**config.mk**
```make
export PLATFORM = sky130hd
export DESIGN_NAME = lstm_gate_mac
export DESIGN_NICKNAME = d
export VERILOG_FILES = /design/src/rtl/lstm_gate_mac_pkg.sv /design/src/rtl/lstm_gate_mac_lane.sv /design/src/rtl/lstm_gate_mac.sv
export SDC_FILE = /design/constraint.sdc
export NUM_CORES = 2
export LEC_CHECK = 0
export CAP_MARGIN = 10
export CELL_PAD_IN_SITES_DETAIL_PLACEMENT = 2
export CELL_PAD_IN_SITES_GLOBAL_PLACEMENT = 2
export CORE_MARGIN = 3
export CORE_UTILIZATION = 36
export CTS_CLUSTER_SIZE = 30
export DETAILED_ROUTE_END_ITERATION = 8
export PLACE_DENSITY_LB_ADDON = 0.3
export SYNTH_ARGS = -nofsm -noshare
export SYNTH_HDL_FRONTEND = slang
export SYNTH_SLANG_ARGS = --single-unit
```
**constraint.sdc**
```tcl
create_clock -name clk -period 9.5 [get_ports clk]
set_input_delay 1.425 -clock clk [delete_from_list [all_inputs] [get_ports clk]]
set_output_delay 1.425 -clock clk [all_outputs]
set_load 0.02 [all_outputs]
```
**src/rtl/lstm_gate_mac_pkg.sv**
```systemverilog
// Shared types, constants and the saturating output shifter for the LSTM gate MAC.
// Optional macro LSTM_MAC_ROUND_EN switches sat_shift from truncation to round-half-up.
package lstm_pkg;

  localparam int FRAC_BITS_DEF = 8;

  localparam int GATE_I    = 0;
  localparam int GATE_F    = 1;
  localparam int GATE_G    = 2;
  localparam int GATE_O    = 3;
  localparam int NUM_GATES = 4;

  // Working width for sat_shift; wide enough for any sensible ACC_WIDTH.
  localparam int SAT_W = 128;

  typedef enum logic [2:0] {
    ST_IDLE,
    ST_LOAD,
    ST_MAC,
    ST_DRAIN,
    ST_OUT,
    ST_FINISH
  } state_e;

  function automatic logic signed [SAT_W-1:0] sat_shift(
    input logic signed [SAT_W-1:0] acc,
    input int                      dataWidth,
    input int                      fracBits
  );
    logic signed [SAT_W-1:0] shifted;
    logic signed [SAT_W-1:0] maxVal;
    logic signed [SAT_W-1:0] minVal;
    logic signed [SAT_W-1:0] one;
    one = $signed(SAT_W'(1));
`ifdef LSTM_MAC_ROUND_EN
    if (fracBits > 0) begin
      shifted = (acc + (one <<< (fracBits - 1))) >>> fracBits;
    end else begin
      shifted = acc;
    end
`else
    shifted = acc >>> fracBits;
`endif
    maxVal = (one <<< (dataWidth - 1)) - one;
    minVal = -maxVal - one;
    if (shifted > maxVal) begin
      return maxVal;
    end else if (shifted < minVal) begin
      return minVal;
    end
    return shifted;
  endfunction

endpackage

```
**src/rtl/lstm_gate_mac_lane.sv**
```systemverilog
// One gate's accumulator: clear, weight*operand accumulate, bias accumulate and
// saturated Q-format output (rounding selected by LSTM_MAC_ROUND_EN in lstm_pkg).
module lstm_mac_lane
  import lstm_pkg::*;
#(
  parameter int DATA_WIDTH = 16,
  parameter int FRAC_BITS  = FRAC_BITS_DEF,
  parameter int ACC_WIDTH  = 40
) (
  input  logic                         clk,
  input  logic                         rst,
  input  logic                         clear_i,
  input  logic                         mac_en_i,
  input  logic                         bias_en_i,
  input  logic signed [DATA_WIDTH-1:0] weight_i,
  input  logic signed [DATA_WIDTH-1:0] operand_i,
  output logic        [DATA_WIDTH-1:0] result_o
);

  logic signed [2*DATA_WIDTH-1:0] product;
  logic signed [ACC_WIDTH-1:0]    acc_d;
  logic signed [ACC_WIDTH-1:0]    acc_q;
  logic signed [SAT_W-1:0]        satVal;
  logic                           satUnused;

  assign product = weight_i * operand_i;

  // The bias word shares the weight bus; it is aligned to the product's binary point.
  always_comb begin
    acc_d = acc_q;
    if (clear_i) begin
      acc_d = '0;
    end else if (mac_en_i) begin
      acc_d = acc_q + ACC_WIDTH'(product);
    end else if (bias_en_i) begin
      acc_d = acc_q + (ACC_WIDTH'(weight_i) <<< FRAC_BITS);
    end
  end

  always_ff @(posedge clk or posedge rst) begin
    if (rst) begin
      acc_q <= '0;
    end else begin
      acc_q <= acc_d;
    end
  end

  assign satVal    = sat_shift(SAT_W'(acc_q), DATA_WIDTH, FRAC_BITS);
  assign result_o  = satVal[DATA_WIDTH-1:0];
  assign satUnused = ^satVal[SAT_W-1:DATA_WIDTH];

endmodule

```
**src/rtl/lstm_gate_mac.sv**
```systemverilog
// LSTM gate pre-activation engine: loads {x, h_prev}, streams weights from a synchronous
// RAM into four MAC lanes and emits one saturated row per beat (LSTM_MAC_ROUND_EN: rounding).
module lstm_gate_mac
  import lstm_pkg::*;
#(
  parameter int DATA_WIDTH  = 16,
  parameter int FRAC_BITS   = FRAC_BITS_DEF,
  parameter int ACC_WIDTH   = 40,
  parameter int INPUT_SIZE  = 8,
  parameter int HIDDEN_SIZE = 16,
  localparam int K  = INPUT_SIZE + HIDDEN_SIZE,
  localparam int AW = $clog2(HIDDEN_SIZE * (K + 1)),
  localparam int IW = (HIDDEN_SIZE > 1) ? $clog2(HIDDEN_SIZE) : 1,
  localparam int KW = $clog2(K + 1)
) (
  input  logic                    clk,
  input  logic                    rst,
  input  logic                    start,
  output logic                    busy,
  output logic                    done,
  input  logic                    vec_valid,
  output logic                    vec_ready,
  input  logic [DATA_WIDTH-1:0]   vec_data,
  output logic                    w_rd_en,
  output logic [AW-1:0]           w_addr,
  input  logic [4*DATA_WIDTH-1:0] w_rdata,
  output logic                    out_valid,
  input  logic                    out_ready,
  output logic [IW-1:0]           out_idx,
  output logic [DATA_WIDTH-1:0]   out_i,
  output logic [DATA_WIDTH-1:0]   out_f,
  output logic [DATA_WIDTH-1:0]   out_g,
  output logic [DATA_WIDTH-1:0]   out_o
);

  state_e state_q, state_d;

  logic [KW-1:0]                cnt_q, cnt_d;
  logic [KW-1:0]                k_q, k_d;
  logic [IW-1:0]                j_q, j_d;
  logic [AW-1:0]                rowBase_q, rowBase_d;
  logic signed [DATA_WIDTH-1:0] opnd_q, opnd_d;
  logic                         pendMac_q, pendMac_d;
  logic                         pendBias_q, pendBias_d;
  logic [DATA_WIDTH-1:0]        vecBuf_q [K];
  logic [DATA_WIDTH-1:0]        laneResult [NUM_GATES];

  logic loadBeat, lastLoad, lastCol, lastRow, outFire, laneClear;

  assign loadBeat = vec_valid & vec_ready;
  assign lastLoad = (cnt_q == KW'(K - 1));
  assign lastCol  = (k_q == KW'(K));
  assign lastRow  = (j_q == IW'(HIDDEN_SIZE - 1));
  assign outFire  = out_valid & out_ready;

  always_ff @(posedge clk or posedge rst) begin
    if (rst) begin
      state_q <= ST_IDLE;
    end else begin
      state_q <= state_d;
    end
  end

  always_comb begin
    state_d = state_q;
    unique case (state_q)
      ST_IDLE:   if (start) state_d = ST_LOAD;
      ST_LOAD:   if (loadBeat && lastLoad) state_d = ST_MAC;
      ST_MAC:    if (lastCol) state_d = ST_DRAIN;
      ST_DRAIN:  state_d = ST_OUT;
      ST_OUT:    if (outFire) state_d = lastRow ? ST_FINISH : ST_MAC;
      ST_FINISH: state_d = ST_IDLE;
      default:   state_d = ST_IDLE;
    endcase
  end

  // Accumulators are cleared on every transition into MAC so each row starts from zero.
  always_comb begin
    busy      = (state_q != ST_IDLE);
    vec_ready = (state_q == ST_LOAD);
    w_rd_en   = (state_q == ST_MAC);
    out_valid = (state_q == ST_OUT);
    done      = (state_q == ST_FINISH);
    w_addr    = (state_q == ST_MAC) ? (rowBase_q + AW'(k_q)) : '0;
    laneClear = ((state_q == ST_LOAD) && loadBeat && lastLoad) ||
                ((state_q == ST_OUT) && outFire && !lastRow);
  end

  // Read data lags the address by one cycle, so the column's operand and its
  // accumulate/bias intent are registered alongside the issue.
  always_comb begin
    cnt_d      = cnt_q;
    k_d        = '0;
    j_d        = j_q;
    rowBase_d  = rowBase_q;
    opnd_d     = opnd_q;
    pendMac_d  = 1'b0;
    pendBias_d = 1'b0;
    unique case (state_q)
      ST_IDLE: begin
        cnt_d     = '0;
        j_d       = '0;
        rowBase_d = '0;
      end
      ST_LOAD: begin
        if (loadBeat) cnt_d = cnt_q + KW'(1);
        j_d       = '0;
        rowBase_d = '0;
      end
      ST_MAC: begin
        k_d        = k_q + KW'(1);
        pendMac_d  = !lastCol;
        pendBias_d = lastCol;
        opnd_d     = lastCol ? '0 : vecBuf_q[k_q];
      end
      ST_OUT: begin
        if (outFire && !lastRow) begin
          j_d       = j_q + IW'(1);
          rowBase_d = rowBase_q + AW'(K + 1);
        end
      end
      default: ;
    endcase
  end

  always_ff @(posedge clk or posedge rst) begin
    if (rst) begin
      cnt_q      <= '0;
      k_q        <= '0;
      j_q        <= '0;
      rowBase_q  <= '0;
      opnd_q     <= '0;
      pendMac_q  <= 1'b0;
      pendBias_q <= 1'b0;
    end else begin
      cnt_q      <= cnt_d;
      k_q        <= k_d;
      j_q        <= j_d;
      rowBase_q  <= rowBase_d;
      opnd_q     <= opnd_d;
      pendMac_q  <= pendMac_d;
      pendBias_q <= pendBias_d;
    end
  end

  // The operand buffer is deliberately left out of reset; LOAD always rewrites it.
  always_ff @(posedge clk) begin
    if ((state_q == ST_LOAD) && loadBeat) begin
      vecBuf_q[cnt_q] <= vec_data;
    end
  end

  for (genvar g = 0; g < NUM_GATES; g++) begin : gLane
    lstm_mac_lane #(
      .DATA_WIDTH(DATA_WIDTH),
      .FRAC_BITS (FRAC_BITS),
      .ACC_WIDTH (ACC_WIDTH)
    ) uLane (
      .clk      (clk),
      .rst      (rst),
      .clear_i  (laneClear),
      .mac_en_i (pendMac_q),
      .bias_en_i(pendBias_q),
      .weight_i (w_rdata[g*DATA_WIDTH +: DATA_WIDTH]),
      .operand_i(opnd_q),
      .result_o (laneResult[g])
    );
  end

  assign out_idx = j_q;
  assign out_i   = laneResult[GATE_I];
  assign out_f   = laneResult[GATE_F];
  assign out_g   = laneResult[GATE_G];
  assign out_o   = laneResult[GATE_O];

endmodule

```
==> flow_summary.toml <==
[global_route]
grt_pass1_vias = 68542
grt_antenna_before_repair = 10
track_usage_pct = 23.85
grt_pass1_wl_mm = 419.1
grt-ovfl-total = 0
grt_max_degree = 69

[cts]
post_cts.resized_instances = 0
insertion_delay_ns = 0.74
cts_tree = "done"
path_clk_slew_ns = 0.05
hold_buffers = 0
cts_buffer_depth = 3
cts_sinks = 588
h-tree-depth = 3
cts_setup_buffers = 0
root_buffer = "clkbuf_16"
cts_buffers = 76

[synth]
synth-seq-cells = 588
synth_flop_cell = "edfxtp_1"
syn_inst = 7874
synth_seq_area_share_pct = 20.87
synth_area_um2 = 79710
netlist-cell-type-count = 90
synth_async_sr_flop_share_pct = 34.69
synth-edff-count = 384
ys_warn_count = 0
synth_fp_nets = 9881
avgSynthCellArea_um2 = 10.12

[hold_path]
min_path_type = "flop to flop"

[setup_path]
end_kind = "flop"
cp_max_fo = 13
crit_arrival_ns = 9.23
start_kind = "primary input"
required_ns = 10.11
path_class = "primary input to flop"

[die]
die_width_um = 476.5
initial_core_util_pct = 36.24
die_h_um = 476.5
io-pin-count = 167
fp-row-count = 172
core_area_um2 = 219900
dieArea_um2 = 227100

[route]
drc = 0
drtIter0Drc = 2610
num_vias = 57259
firstDrtPassIters = 7
drt_wl_total_mm = 266.6
post_drt_wl_per_cell_um = 24.21
vias_per_cell = 5.200
antenna_left = 0

[sta]
hold_viol = 0
skew_ns = 0.07305
setup_viol = 0
period_minus_slack_ns = 8.611
tightest_slew_ns = 1.157
maxSlewHeadroom_pct = 22.88
drv_slew = 0
finalSetupTns_ns = 0
fin_crit_sh_pct = 90.65
max_freq_ghz = 0.1161
rsz0062_at_grt = "false"

[placement]
io_buffers = 166
gp_congestion = 0.8303
place_hpwl_mm = 206.8

[run]
maxCapViolCount = 0

[cells_and_area]
fin_nets = 9990
area_growth_pct = 10.44
drive_gt1_share_pct = 6.029

[outcome]
run_status = "complete, no violations"
==> placed cells by master (no fill, tap or decap), types with 172 or more instances in the layout <==
cell type	n
a21oi_1	284
and2_1	466
o21ai_0	179
a21o_1	189
inv_1	1687
buf_4	172
nand2_1	708
edfxtp_1	384
ha_1	597
fa_1	1325
nor2_1	313
dfrtp_1	184
xnor2_1	186
==> sequential cells by signal, summed over array words and instances, names as in the netlist <==
register           count
pendMac_q              1
rowBase_q              9
state_q                3
pendBias_q             1
opnd_q                16
out_idx                4
vecBuf_q             384
gLane.uLane.acc_q    160
cnt_q                  5
k_q                    5
==> metrics by stage <==
| stage | hold slack, ns | instance area [µm²] | setup WS [ns] | util [%] | instances |
|---|---|---|---|---|---|
| after floorplan | 0.4929 | 79710 | 1.483 | - | 7874 |
| after CTS | 0.5416 | 88010 | 0.9062 | 40.01 | 11002 |
| after detailed placement | 0.5267 | 85450 | 0.1968 | 38.85 | 10863 |
| after global placement | 0.5106 | 85450 | 0.3725 | 38.85 | 10863 |
| after global routing | 0.5656 | 88010 | 0.5295 | 40.02 | 11003 |
| final | 0.5336 | 88030 | 0.8887 | 40.02 | 11011 |
==> critical path, stage by stage <==
cell             delay [ns]
clkdlybuf4s50_1        0.83
and2_1                 0.41
fa_1                   0.52
fa_1                   0.52
inv_1                  0.05
fa_1                   0.51
inv_1                  0.06
fa_1                   0.45
fa_1                   0.52
inv_1                  0.05
fa_1                   0.48
inv_1                  0.04
ha_1                   0.34
a21o_1                 0.20
a21o_1                 0.17
a21o_1                 0.22
a221oi_2               0.30
o31ai_2                0.19
o2bb2ai_1              0.22
a211o_2                0.39
o21ai_1                0.29
a211oi_1               0.13
nor4_1                 0.63
a22o_1                 0.23
==> final timing paths <==
kind	from	endpoint	slack, ns	cells after the start
max	w_rdata[14]	gLane[0].uLane.acc_q[39]$_DFFE_PP0P_	0.89	24
min	gLane[1].uLane.acc_q[7]$_DFFE_PP0P_	gLane[1].uLane.acc_q[7]$_DFFE_PP0P_	0.53	2
max reg2reg	opnd_q[1]$_DFFE_PP0P_	gLane[0].uLane.acc_q[39]$_DFFE_PP0P_	1.03	24
min reg2reg	gLane[1].uLane.acc_q[7]$_DFFE_PP0P_	gLane[1].uLane.acc_q[7]$_DFFE_PP0P_	0.53	2
max in group asynchronous	rst	gLane[1].uLane.acc_q[13]$_DFFE_PP0P_	6.14	4
min in group asynchronous	rst	gLane[2].uLane.acc_q[34]$_DFFE_PP0P_	1.17	2
==> logic make-up (layout without fill, tap and decap cells) <==
kind of cell             after synthesis  in the layout  share of synthesized area (%)
AO/OA/AOI/OAI                       1062           1062                          8.674
XOR/XNOR                             279            279                          3.066
adder cells (fa/ha/maj)             1922           1922                          42.65
buffers and inverters               2004           2174                          9.447
flip-flops                           588            588                          20.87
multiplexers                         196            196                          4.243
other                                  0              9                              0
AND/OR/NAND/NOR                     1823           1823                          11.05
==> cell type report <==
class                      count  area, µm²
antenna                        9      22.52
clock buffer                 106       2105
clock inverter                33      452.9
fill                       23534     131900
inverter                    1690       6354
multi-input combinational   5282      55630
sequential                   588      16680
tap                         2958       3701
timing repair buffer         345       3088
==> cell usage after synthesis, types with 116 or more instances <==
| master | instances | area (µm²) |
|---|---|---|
| dfrtp_1 | 204 | 5105 |
| a21oi_1 | 284 | 1421 |
| xnor2_1 | 186 | 1629 |
| a21o_1 | 189 | 1419 |
| edfxtp_1 | 384 | 11530 |
| nand2_1 | 710 | 2665 |
| o21ai_0 | 179 | 895.9 |
| fa_1 | 1325 | 26530 |
| inv_1 | 1689 | 6340 |
| ha_1 | 597 | 7470 |
| nor2_1 | 315 | 1182 |
| and2_1 | 466 | 2915 |
| clkbuf_1 | 286 | 1074 |
| a211oi_1 | 116 | 870.8 |
==> metal layers <==
| layer | track usage (%) | routed length (µm) |
|---|---|---|
| met5 | 0 | 27 |
| met4 | 5.925 | 6832 |
| met3 | 2.130 | 7651 |
| met2 | 43.43 | 138100 |
| met1 | 30.39 | 114000 |
Power is not shown: default switching activity piles up to over one toggle a cycle in this logic, so the estimate is an artifact.
